==> config.mk <==
export PLATFORM = sky130hd
export DESIGN_NAME = play_motion_ctrl_flat
export DESIGN_NICKNAME = d
export VERILOG_FILES = /design/src/rtl/play_motion_if.sv /design/src/rtl/play_motion_ctrl.sv /design/src/flat_wrapper.sv
export SDC_FILE = /design/constraint.sdc
export NUM_CORES = 1
export LEC_CHECK = 0
export ABC_AREA = 1
export ABC_CLOCK_PERIOD_IN_PS = 5690
export BUFFER_PORTS_ARGS = -buffer_cell sky130_fd_sc_hd__buf_2
export CAP_MARGIN = 20
export CORE_MARGIN = 5
export CORE_UTILIZATION = 55
export CTS_CLUSTER_DIAMETER = 30
export DETAILED_ROUTE_END_ITERATION = 6
export PLACE_DENSITY = 0.77
export SYNTH_ARGS = -nofsm -noshare
export SYNTH_HDL_FRONTEND = slang
export SYNTH_SLANG_ARGS = --single-unit
==> constraint.sdc <==
create_clock -name clk -period 5.69 [get_ports clk]
set_clock_uncertainty 0.05 [all_clocks]
set_input_delay 0.8535 -clock clk [delete_from_list [all_inputs] [get_ports clk]]
set_output_delay 0.8535 -clock clk [all_outputs]
set_load 0.02 [all_outputs]
==> src/rtl/play_motion_if.sv <==
// Bundle of the strobes, controls and status that pass between the playfield
// sequencer and the motion controller.
interface play_motion_if #(
    parameter int unsigned POS_W   = 17,
    parameter int unsigned FRAC    = 1,
    parameter int unsigned SPEED_W = 3,
    parameter int unsigned PROG_W  = 26
) ();
    logic                  move_tick;
    logic                  frame_tick;
    logic                  play_signal;
    logic                  restart;
    logic                  press;
    logic [SPEED_W-1:0]    speed;
    logic                  fail_in;
    logic [PROG_W-1:0]     total_len;
    logic [PROG_W-1:0]     unit_len;
    logic [POS_W-FRAC-1:0] head_x;
    logic [POS_W-FRAC-1:0] head_y;
    logic [1:0]            state;
    logic                  direction;
    logic [9:0]            progress;
    logic                  song_done;
    logic                  progress_busy;

    modport master (
        output move_tick, frame_tick, play_signal, restart, press, speed, fail_in,
               total_len, unit_len,
        input  head_x, head_y, state, direction, progress, song_done, progress_busy
    );

    modport slave (
        input  move_tick, frame_tick, play_signal, restart, press, speed, fail_in,
               total_len, unit_len,
        output head_x, head_y, state, direction, progress, song_done, progress_busy
    );
endinterface

==> src/rtl/play_motion_ctrl.sv <==
// Play-state FSM, snake-head motion with turn handling, and song progress in
// permille computed by a 10-cycle restoring divider.
module play_motion_ctrl #(
    parameter int unsigned POS_W    = 17,
    parameter int unsigned FRAC     = 1,
    parameter int unsigned SPEED_W  = 3,
    parameter int unsigned STEP_OFS = 4,
    parameter int unsigned PROG_W   = 26,
    parameter int unsigned X0       = 672,
    parameter int unsigned Y0       = 480,
    parameter int unsigned TURN_MIN = 697
) (
    input  logic         clk,
    input  logic         reset,
    play_motion_if.slave bus
);
    localparam int unsigned HEAD_W = POS_W - FRAC;
    localparam int unsigned QW     = 10;
    localparam int unsigned DIV_W  = PROG_W + QW - 1;

    typedef enum logic [1:0] {
        StNotPlaying = 2'd0,
        StPlaying    = 2'd1,
        StPaused     = 2'd2,
        StStopped    = 2'd3
    } state_e;

    state_e             state_q, state_d;
    logic [POS_W-1:0]   raw_x_q, raw_x_d, raw_y_q, raw_y_d;
    logic               dir_q, dir_d, pend_q, pend_d;
    logic [PROG_W-1:0]  prog_raw_q, prog_raw_d;
    logic [HEAD_W-1:0]  head_x_q, head_y_q;
    logic               div_busy_q, div_busy_d;
    logic [3:0]         div_cnt_q, div_cnt_d;
    logic [PROG_W-1:0]  div_rem_q, div_rem_d;
    logic [DIV_W-1:0]   div_dsr_q, div_dsr_d;
    logic [QW-1:0]      div_quo_q, div_quo_d;
    logic [QW-1:0]      progress_q, progress_d;

    logic [SPEED_W-1:0] speed;
    logic               song_done, advance, turn, div_start, div_bit;
    logic [POS_W-1:0]   step_pos;
    logic [PROG_W-1:0]  step_prog;
    logic [PROG_W:0]    prog_sum;

    assign speed     = bus.speed;
    assign song_done = prog_raw_q > bus.total_len;
    // A zero speed code is a pause request, so it never produces a step.
    assign advance   = bus.move_tick && (state_q == StPlaying) && (speed != '0);
    assign turn      = (bus.press || pend_q) && (raw_x_q >= POS_W'(TURN_MIN));
    assign step_pos  = POS_W'(speed) + POS_W'(STEP_OFS);
    assign step_prog = PROG_W'(speed) + PROG_W'(STEP_OFS);
    assign prog_sum  = {1'b0, prog_raw_q} + {1'b0, step_prog};

    always_comb begin
        state_d = state_q;
        if (bus.restart) begin
            state_d = StNotPlaying;
        end else begin
            unique case (state_q)
                StNotPlaying: if (bus.play_signal) state_d = StPlaying;
                StPlaying: begin
                    if (bus.fail_in || song_done) state_d = StStopped;
                    else if (speed == '0)         state_d = StPaused;
                end
                StPaused:     if (speed != '0) state_d = StPlaying;
                StStopped:    state_d = StStopped;
                default:      state_d = StNotPlaying;
            endcase
        end
    end

    always_comb begin
        raw_x_d    = raw_x_q;
        raw_y_d    = raw_y_q;
        dir_d      = dir_q;
        pend_d     = pend_q;
        prog_raw_d = prog_raw_q;
        progress_d = progress_q;
        div_busy_d = div_busy_q;
        div_cnt_d  = div_cnt_q;
        div_rem_d  = div_rem_q;
        div_dsr_d  = div_dsr_q;
        div_quo_d  = div_quo_q;
        div_start  = 1'b0;
        div_bit    = 1'b0;
        if (bus.restart) begin
            raw_x_d    = POS_W'(X0);
            raw_y_d    = POS_W'(Y0);
            dir_d      = 1'b0;
            pend_d     = 1'b0;
            prog_raw_d = '0;
            progress_d = '0;
            div_busy_d = 1'b0;
        end else begin
            if (advance) begin
                dir_d  = dir_q ^ turn;
                pend_d = 1'b0;
                if (dir_d) raw_y_d = raw_y_q + step_pos;
                else       raw_x_d = raw_x_q + step_pos;
                if (prog_raw_q <= bus.total_len) begin
                    prog_raw_d = prog_sum[PROG_W] ? '1 : prog_sum[PROG_W-1:0];
                    div_start  = 1'b1;
                end
            end else if (bus.press) begin
                pend_d = 1'b1;
            end
            // A fresh start discards any division still in flight.
            if (div_start) begin
                div_busy_d = 1'b1;
                div_cnt_d  = '0;
                div_rem_d  = prog_raw_d;
                div_dsr_d  = DIV_W'(bus.unit_len) << (QW - 1);
                div_quo_d  = '0;
            end else if (div_busy_q) begin
                div_bit = DIV_W'(div_rem_q) >= div_dsr_q;
                if (div_bit) div_rem_d = div_rem_q - PROG_W'(div_dsr_q);
                div_quo_d = {div_quo_q[QW-2:0], div_bit};
                div_dsr_d = div_dsr_q >> 1;
                div_cnt_d = div_cnt_q + 4'd1;
                if (div_cnt_q == 4'(QW - 1)) begin
                    div_busy_d = 1'b0;
                    progress_d = (div_quo_d > 10'd1000) ? 10'd1000 : div_quo_d;
                end
            end
        end
    end

    always_ff @(posedge clk or posedge reset) begin
        if (reset) begin
            state_q    <= StNotPlaying;
            raw_x_q    <= POS_W'(X0);
            raw_y_q    <= POS_W'(Y0);
            dir_q      <= 1'b0;
            pend_q     <= 1'b0;
            prog_raw_q <= '0;
            progress_q <= '0;
            div_busy_q <= 1'b0;
            div_cnt_q  <= '0;
            div_rem_q  <= '0;
            div_dsr_q  <= '0;
            div_quo_q  <= '0;
            head_x_q   <= HEAD_W'(X0 >> FRAC);
            head_y_q   <= HEAD_W'(Y0 >> FRAC);
        end else begin
            state_q    <= state_d;
            raw_x_q    <= raw_x_d;
            raw_y_q    <= raw_y_d;
            dir_q      <= dir_d;
            pend_q     <= pend_d;
            prog_raw_q <= prog_raw_d;
            progress_q <= progress_d;
            div_busy_q <= div_busy_d;
            div_cnt_q  <= div_cnt_d;
            div_rem_q  <= div_rem_d;
            div_dsr_q  <= div_dsr_d;
            div_quo_q  <= div_quo_d;
            // Latches the pre-update position when a move_tick coincides.
            if (bus.frame_tick) begin
                head_x_q <= raw_x_q[POS_W-1:FRAC];
                head_y_q <= raw_y_q[POS_W-1:FRAC];
            end
        end
    end

    assign bus.head_x        = head_x_q;
    assign bus.head_y        = head_y_q;
    assign bus.state         = state_q;
    assign bus.direction     = dir_q;
    assign bus.progress      = progress_q;
    assign bus.song_done     = song_done;
    assign bus.progress_busy = div_busy_q;
endmodule
==> src/flat_wrapper.sv <==
// flat-port wrapper written by rule: the top's interface ports become plain ports
module play_motion_ctrl_flat 
#(
    parameter int unsigned POS_W    = 17,
    parameter int unsigned FRAC     = 1,
    parameter int unsigned SPEED_W  = 3,
    parameter int unsigned STEP_OFS = 4,
    parameter int unsigned PROG_W   = 26,
    parameter int unsigned X0       = 672,
    parameter int unsigned Y0       = 480,
    parameter int unsigned TURN_MIN = 697
)
  (clk, reset, bus_move_tick, bus_frame_tick, bus_play_signal, bus_restart, bus_press, bus_speed, bus_fail_in, bus_total_len, bus_unit_len, bus_head_x, bus_head_y, bus_state, bus_direction, bus_progress, bus_song_done, bus_progress_busy);
  play_motion_if #(.POS_W(POS_W), .FRAC(FRAC), .SPEED_W(SPEED_W), .PROG_W(PROG_W)) bus_i ();
  input  logic clk;
  input  logic reset;
  input wire logic [$bits(bus_i.move_tick)-1:0] bus_move_tick;
  input wire logic [$bits(bus_i.frame_tick)-1:0] bus_frame_tick;
  input wire logic [$bits(bus_i.play_signal)-1:0] bus_play_signal;
  input wire logic [$bits(bus_i.restart)-1:0] bus_restart;
  input wire logic [$bits(bus_i.press)-1:0] bus_press;
  input wire logic [$bits(bus_i.speed)-1:0] bus_speed;
  input wire logic [$bits(bus_i.fail_in)-1:0] bus_fail_in;
  input wire logic [$bits(bus_i.total_len)-1:0] bus_total_len;
  input wire logic [$bits(bus_i.unit_len)-1:0] bus_unit_len;
  output wire logic [$bits(bus_i.head_x)-1:0] bus_head_x;
  output wire logic [$bits(bus_i.head_y)-1:0] bus_head_y;
  output wire logic [$bits(bus_i.state)-1:0] bus_state;
  output wire logic [$bits(bus_i.direction)-1:0] bus_direction;
  output wire logic [$bits(bus_i.progress)-1:0] bus_progress;
  output wire logic [$bits(bus_i.song_done)-1:0] bus_song_done;
  output wire logic [$bits(bus_i.progress_busy)-1:0] bus_progress_busy;
  assign bus_i.move_tick = bus_move_tick;
  assign bus_i.frame_tick = bus_frame_tick;
  assign bus_i.play_signal = bus_play_signal;
  assign bus_i.restart = bus_restart;
  assign bus_i.press = bus_press;
  assign bus_i.speed = bus_speed;
  assign bus_i.fail_in = bus_fail_in;
  assign bus_i.total_len = bus_total_len;
  assign bus_i.unit_len = bus_unit_len;
  assign bus_head_x = bus_i.head_x;
  assign bus_head_y = bus_i.head_y;
  assign bus_state = bus_i.state;
  assign bus_direction = bus_i.direction;
  assign bus_progress = bus_i.progress;
  assign bus_song_done = bus_i.song_done;
  assign bus_progress_busy = bus_i.progress_busy;
  play_motion_ctrl #(.POS_W(POS_W), .FRAC(FRAC), .SPEED_W(SPEED_W), .STEP_OFS(STEP_OFS), .PROG_W(PROG_W), .X0(X0), .Y0(Y0), .TURN_MIN(TURN_MIN)) u_core (.clk(clk), .reset(reset), .bus(bus_i));
endmodule
==> results.md, run 1 <==
* Achievable clock frequency at 262.2 MHz
* Pre-CTS setup slack at ~1.9 ns
* Share of Yosys cell area claimed by the top area cell type at between 30% and 40%
* Horiz. Die Dim at around 160 microns
* Arr. time, crit path at 2.91 ns
* Number of top-level design ports at 110
* Clock slew at the register clock pins of the worst setup and hold paths at roughly 0.080 ns
* Number of vias per cell at between 5 and 6
* Flip-flop and latch count after synthesis at between 150 and 200
* Endpoint required time on the critical path at between 4 and 5 ns
* Top cells by count, synth: sky130_fd_sc_hd__nand2_1 (484), sky130_fd_sc_hd__nor2_1 (232), sky130_fd_sc_hd__inv_1 (230)
* # placed instances at 2136
* Result of the run: finished clean
* Final clock period utilization by the worst path at 67.03%
* Wire length of the first global-routing pass at around 56000 microns
* ANT nets after route at 0
* Leak at 0.007252 uW
* Max_slew headroom at between 30% and 40%
* Yosys top cell by area: sky130_fd_sc_hd__dfrtp_1
* Die footprint at between 20000 and 30000 sq um
* Layout Cell Area excl Fill at between 10000 and 15000 sq um
* Average size of a mapped cell at ~6.9 sq um
* Via count of the first global-routing pass at 11.45k
* Share of post-route cells with drive strength above 1 at a little over a tenth
* Initial antenna violation count at 0
* Share of synthesized area occupied by flip-flops and latches at between 30% and 40%
* Synth Flop Type: sky130_fd_sc_hd__dfrtp_1
* Starting density of the core at roughly 55%
* Max Root-Sink Buffers at 2
* Most instantiated library cell after synthesis: sky130_fd_sc_hd__nand2_1
* CTS Sinks at 181
* Number of inserted diodes at 0
* Worst path max stage delay at approximately 0.36 ns
* Async set or reset register ratio after synthesis at 100.0%
* Final count of hold timing violations at 0
* Areal power density over the cells at about 390 nW/um^2
* Mapped Nets at around 1.9k
* Setup repair after global routing missed its margin: false
* Final cell count without fillers at around 2.2k
* Count of buffers added by post-CTS timing repair for setup at 0
* Total grt overflow at 0
* Total routed wirelength at 33240 microns
* All-layer global routing usage at a little over a quarter
* Sort of element at the end of the critical path: output pin
* TNS Setup at 0 ns
* Largest net degree at the start of global routing at ~110
* Count of yosys warnings during synthesis at 0
* Placement-stage cell area at roughly 13000 sq um
* Max rail drop VDD at about 0.24 mV
* Number of slew-limit violations in the final report at 0
* Final Worst Setup Slack at ~1.9 ns
* Critical-path cell list: buf_2 > inv_1 > ha_1 > nand2_1 > nor2_1 > nand4_1 > nor2_1 > nand4_1 > buf_4 > nand2_2 > buf_4 > inv_1 > buf_2
* Final setup violation count at 0
* Vert. Die Dim at approximately 160 microns
* Detailed Place HPWL at roughly 25000 microns
* Placeable core region at roughly 22000 sq um
* CTS tree: built
* Count of routing violations after the opening detailed-route iteration at around 1000
* CTS HTree Levels at 4
* Clock Latency Late Sink at about 0.44 ns
* Number of nets in the layout at 2004
* TritonCTS buffer count at 17
* Count of input and output buffers at ~110
* Layout Area Growth over Synthesis at 11.29%
* Slowest stage cell on the critical path: sky130_fd_sc_hd__buf_4
* Critical setup path kind: in2out
* Number of enable-type register cells in the synthesized netlist at 0
* Count of TritonRoute iterations in the first routing pass at 5
* Routed len/inst at between 15 and 20 microns
* Number of library cell types mapped by synthesis at 41
* Actual slew at the worst max-slew pin at around 0.96 ns
* Critical-path maximum fanout at 35
* Element type at the critical path start: input port
* Via total after detailed routing at 11.98k
* Tmin final at roughly 3.8 ns
* Fraction of the core area covered by cells at the end of the flow at roughly 60%
* CTS-repair resized insts at 0
* Post-Synthesis Cell Area at between 10000 and 15000 sq um
* Min-delay worst type: in2async
* DRC viols at 0
* Top post-synthesis cells by area: sky130_fd_sc_hd__dfrtp_1 (34%), sky130_fd_sc_hd__nand2_1 (15%), sky130_fd_sc_hd__nor2_1 (7.0%), sky130_fd_sc_hd__inv_1 (7.0%), sky130_fd_sc_hd__ha_1 (6.6%)
* Gpl congestion at between 0.9 and 1
* Maxcap violations at 0
* Synthesized instance count at 1789
* Root buf cell: sky130_fd_sc_hd__clkbuf_16
* FP Rows at 55
* CTS Hold Bufs at 0
==> final cells by class <==
cell class | instances | area (sq um)
Multi-Input combinational cell | 1316 | 6740
Fill cell | 2090 | 8610
Inverter | 232 | 875.8
Sequential cell | 181 | 4547
Clock buffer | 17 | 425.4
Tap cell | 285 | 356.6
Timing Repair Buffer | 123 | 679.4
Clock inverter | 15 | 200.2
==> flip-flops by register name (all words and copies together), names as in the netlist <==
| name | cells |
|---|---|
| u_core.bus.direction | 1 |
| u_core.bus.head_x | 16 |
| u_core.bus.head_y | 16 |
| u_core.bus.progress | 10 |
| u_core.bus.progress_busy | 1 |
| u_core.bus.state | 2 |
| u_core.div_cnt_q | 4 |
| u_core.div_dsr_q | 35 |
| u_core.div_quo_q | 9 |
| u_core.div_rem_q | 26 |
| u_core.pend_q | 1 |
| u_core.prog_raw_q | 26 |
| u_core.raw_x_q | 17 |
| u_core.raw_y_q | 17 |
==> per-layer routing <==
layer / GRT usage [%] / up-vias / routed length (microns)
li1: - / 5938 / -
met1: 34.18 / 5581 / 14560
met2: 43.60 / 396 / 16070
met3: 4.077 / 63 / 1705
met4: 9.699 / 0 / 903
met5: 0 / - / 0
==> report_power, final <==
part / internal, uW / switching (uW)
clock: 643 / 598
combinational: 863 / 1590
sequential: 1520 / 159
total: 3020 / 2350
==> cells in the final DEF, fill, tap and decap left out, types with 7 or more instances in the layout <==
cell / instances
sky130_fd_sc_hd__nand2_1: 482
sky130_fd_sc_hd__nor2_1: 232
sky130_fd_sc_hd__inv_1: 229
sky130_fd_sc_hd__dfrtp_1: 167
sky130_fd_sc_hd__nand3_1: 158
sky130_fd_sc_hd__buf_2: 109
sky130_fd_sc_hd__o21ai_0: 77
sky130_fd_sc_hd__a21oi_1: 74
sky130_fd_sc_hd__ha_1: 66
sky130_fd_sc_hd__xor2_1: 36
sky130_fd_sc_hd__nor3_1: 32
sky130_fd_sc_hd__nand4_1: 25
sky130_fd_sc_hd__o211ai_1: 25
sky130_fd_sc_hd__o22ai_1: 20
sky130_fd_sc_hd__clkbuf_16: 17
sky130_fd_sc_hd__o21ai_1: 14
sky130_fd_sc_hd__dfstp_2: 14
sky130_fd_sc_hd__mux2_2: 13
sky130_fd_sc_hd__buf_4: 11
sky130_fd_sc_hd__xnor2_1: 9
sky130_fd_sc_hd__nor4_1: 7
==> worst paths after layout <==
check                                            from                    to  slack (ns)  depth (start not counted)
worst min-delay path                            reset    u_core.raw_x_q[13]        0.26                          2
worst min register to register   u_core.bus.head_x[6]  u_core.bus.head_x[6]        0.44                          2
min in group clk                 u_core.bus.head_x[6]  u_core.bus.head_x[6]        0.44                          2
worst max-delay path                bus_total_len[17]         bus_song_done        1.88                         13
worst max register to register  u_core.prog_raw_q[16]  u_core.div_rem_q[13]        2.40                         13
max in group asynchronous                       reset  u_core.prog_raw_q[6]        4.16                          3
==> kinds of logic (layout without fill, tap and decap cells) <==
group	Yosys count	after routing	synth area share, %
AOI/OAI and AO/OA	233	233	10.54
xor gates and xnor gates	45	45	3.173
muxes	13	13	1.178
adders and majority gates	70	70	7.293
DFF	181	181	36.60
buffers and inverters	292	387	9.176
and+or+nand+nor	955	955	32.04
==> through the flow <==
step | total power (uW) | hold slack, ns
2_1_floorplan | 3504 | 0.4028
3_3_place_gp | 4076 | 0.4279
3_5_place_dp | 4116 | 0.4297
4_1_cts | 5368 | 0.2505
5_1_grt | 5819 | 0.2540
6_report | 5371 | 0.2601
==> worst max-delay path: cells and delay by family <==
kind	cells	cell delay, ns
adder cells (fa/ha/maj)	1	0.28
buffers and inverters	6	0.99
AND/OR/NAND/NOR	6	0.76
No activity file was read; power rests on OpenSTA's default activity.
==> run 2: changes to the inputs <==
--- a/config.mk
+++ b/config.mk
@@ -6,14 +6,14 @@
 export NUM_CORES = 1
 export LEC_CHECK = 0
 export ABC_AREA = 1
-export ABC_CLOCK_PERIOD_IN_PS = 5690
+export ABC_CLOCK_PERIOD_IN_PS = 3700
 export BUFFER_PORTS_ARGS = -buffer_cell sky130_fd_sc_hd__buf_2
 export CAP_MARGIN = 20
 export CORE_MARGIN = 5
-export CORE_UTILIZATION = 55
+export CORE_UTILIZATION = 60
 export CTS_CLUSTER_DIAMETER = 30
 export DETAILED_ROUTE_END_ITERATION = 6
-export PLACE_DENSITY = 0.77
+export PLACE_DENSITY = 0.8
 export SYNTH_ARGS = -nofsm -noshare
 export SYNTH_HDL_FRONTEND = slang
 export SYNTH_SLANG_ARGS = --single-unit
==> constraint.sdc (replaced) <==
create_clock -name clk -period 3.7 [get_ports clk]
set_clock_uncertainty 0.05 [all_clocks]
set_input_delay 0.555 -clock clk [delete_from_list [all_inputs] [get_ports clk]]
set_output_delay 0.555 -clock clk [all_outputs]
set_load 0.02 [all_outputs]
==> run 2 against run 1 <==
Die area fell by 7.8%. Cell area fell by 0.12%. Largest power group unchanged. Worst hold slack got worse by 0.22 ns. Clock-buffer cell count rose by 1. Final cell count fell by 0.55%. Total power rose by 51%. Non-clock buffer count rose by 3.
==> results.md, run 2 (synthesis results as in run 1) <==
* Relative contribution of the clock network to total power at between 20% and 30%
* Number of nets in the layout at around 2.0k
* Placeable core region at between 20000 and 25000 sq um
* TritonCTS buffer count at 17
* Final setup violation count at 0
* Layout Area Growth over Synthesis at 11.16%
* Leak at 0.007248 uW
* Count of routing violations after the opening detailed-route iteration at 880
* Die footprint at ~24000 sq um
* FP Rows at 52
* Logic gate share of total power at between 40% and 50%
* Switching power at about 3500 uW
* TNS Setup at 0 ns
* Element type at the critical path start: register
* Min-delay worst type: in2async
* Number of slew-limit violations in the final report at 0
* Gpl congestion at roughly 0.98
* All-layer global routing usage at about 27%
* Count of buffers added by post-CTS timing repair for setup at 0
* Root buf cell: sky130_fd_sc_hd__clkbuf_16
* Result of the run: finished clean
* Clock slew at the register clock pins of the worst setup and hold paths at 0.08 ns
* Critical-path maximum fanout at 22
* Arr. time, crit path at 2.63 ns
* DRC viols at 0
* Critical-path cell list: ha_1 > nand2_1 > nor2_1 > nand4_1 > nor2_1 > nand4_1 > nand2_2 > buf_4 > inv_1 > buf_2
* Critical setup path kind: reg2out
* Final Worst Setup Slack at around 0.47 ns
* Areal power density over the cells at roughly 590 nW/um^2
* Endpoint required time on the critical path at 3.09 ns
* Achievable clock frequency at a little over 300 MHz
* Number of vias per cell at approximately 5.5
* Sort of element at the end of the critical path: output pin
* Pre-CTS setup slack at 0.6583 ns
* Total area of multi-input combinational cells at ~6700 sq um
* Largest registers ranked by flip-flop count: u_core.div_dsr_q: 35 flops, u_core.div_rem_q: 26 flops, u_core.prog_raw_q: 26 flops
* Number of top-level design ports at between 100 and 150
* Combined buffer and inverter count along the critical path at 3
* Count of TritonRoute iterations in the first routing pass at 7
* CTS-repair resized insts at 0
* Final clock period utilization by the worst path at between 80% and 90%
* Layout Cell Area excl Fill at 13810 sq um
* Total routed wirelength at around 32000 microns
* Leading cell type in the layout, fill and taps excluded: sky130_fd_sc_hd__nand2_1
* Number of inserted diodes at 0
* Final count of hold timing violations at 0
* Horiz. Die Dim at around 150 microns
* Largest net degree at the start of global routing at 100
* Commonest cells after routing, fill and taps aside: sky130_fd_sc_hd__nand2_1 (482), sky130_fd_sc_hd__nor2_1 (232), sky130_fd_sc_hd__inv_1 (229), sky130_fd_sc_hd__dfrtp_1 (167), sky130_fd_sc_hd__nand3_1 (158)
* Switching fraction of total power at between 40 and 50%
* Max Root-Sink Buffers at 2
* CTS HTree Levels at 4
* Filler instances at roughly 1.8k
* Flip-flop count of the largest register after layout at 35
* Starting density of the core at about three fifths
* Via total after detailed routing at ~12k
* Crit-path leading delay family: simple AND/OR/NAND/NOR gates
* Wire length of the first global-routing pass at roughly 53000 microns
* Sequential share of power at a little under a third
* Via count of the first global-routing pass at between 10k and 15k
* CTS Sinks at between 150 and 200
* Clock Latency Late Sink at 0.44 ns
* Sequential cell area at roughly 4500 sq um
* CTS Hold Bufs at 0
* Maxcap violations at 0
* Max rail drop VDD at 0.4215 mV
* Vert. Die Dim at between 150 and 200 microns
* Worst path max stage delay at about 0.48 ns
* ANT nets after route at 0
* Min Hold Slack at between 0.04 and 0.05 ns
* Max_slew headroom at between 40% and 50%
* Count of input and output buffers at roughly 110
* Reg2reg setup slack at between 0.7 and 0.8 ns
* Initial antenna violation count at 0
* Placement-stage cell area at 13220 sq um
* Tmin final at approximately 3.2 ns
* Slowest stage cell on the critical path: sky130_fd_sc_hd__dfrtp_1
* Share of post-route cells with drive strength above 1 at 10.76%
* Internal power at 4575 uW
* Routed len/inst at between 10 and 15 microns
* Register with the most flip-flops: u_core.div_dsr_q
* Setup repair after global routing missed its margin: false
* Total grt overflow at 0
* Detailed Place HPWL at roughly 24000 microns
* Actual slew at the worst max-slew pin at 0.8880 ns
* CTS tree: built
## run 2: cell types whose count changed in the layout (fill, tap and decap cells not counted), sizes merged
cell and delta:
buf +3, clkinvlp +2, bufinv -1, clkbuf +1
clkinv -1, inv -1
## run 2: worst paths after layout
check                                      start                     to  depth (start not counted)
max reg2reg                u_core.prog_raw_q[16]   u_core.div_rem_q[21]                         14
min reg2reg                 u_core.bus.head_x[6]   u_core.bus.head_x[6]                          2
max                        u_core.prog_raw_q[16]          bus_song_done                         10
min in group clk                bus_unit_len[10]   u_core.div_dsr_q[19]                          3
max in group asynchronous                  reset    u_core.div_rem_q[1]                          3
min                                        reset  u_core.bus.head_x[13]                          2
## run 2: area by class of cell
type,count,area share [%]
Tap cell,270,2.447
Multi-Input combinational cell,1316,48.81
Inverter,232,6.343
Clock inverter,14,1.124
Timing Repair Buffer,126,5.237
Sequential cell,181,32.93
Clock buffer,18,3.108
## run 2: stage by stage
stage	power, uW	cells	utilization [%]
after floorplan	5388	1789	-
after global placement	6190	2125	65.14
after detailed placement	6250	2125	65.14
after CTS	8083	2157	68.02
after global routing	8753	2157	68.02
final	8109	2157	68.02
## run 2: power groups by stage
stage	Combinational, uW	Sequential [uW]	Clock, uW
floorplan	2850	2540	0
global placement	3620	2570	0
detailed placement	3670	2580	0
CTS	3700	2540	1840
global route	4250	2580	1920
finish	3760	2550	1810
## run 2: routing by layer
layer  vias to the layer above  track usage, %  part of all wire, %
li1                       5960               -                    -
met1                      5561           36.72                   44
met4                         0           9.378                  2.9
met2                       373           44.50                   47
met3                        75           2.951                  5.2
met5                         -               0                    0
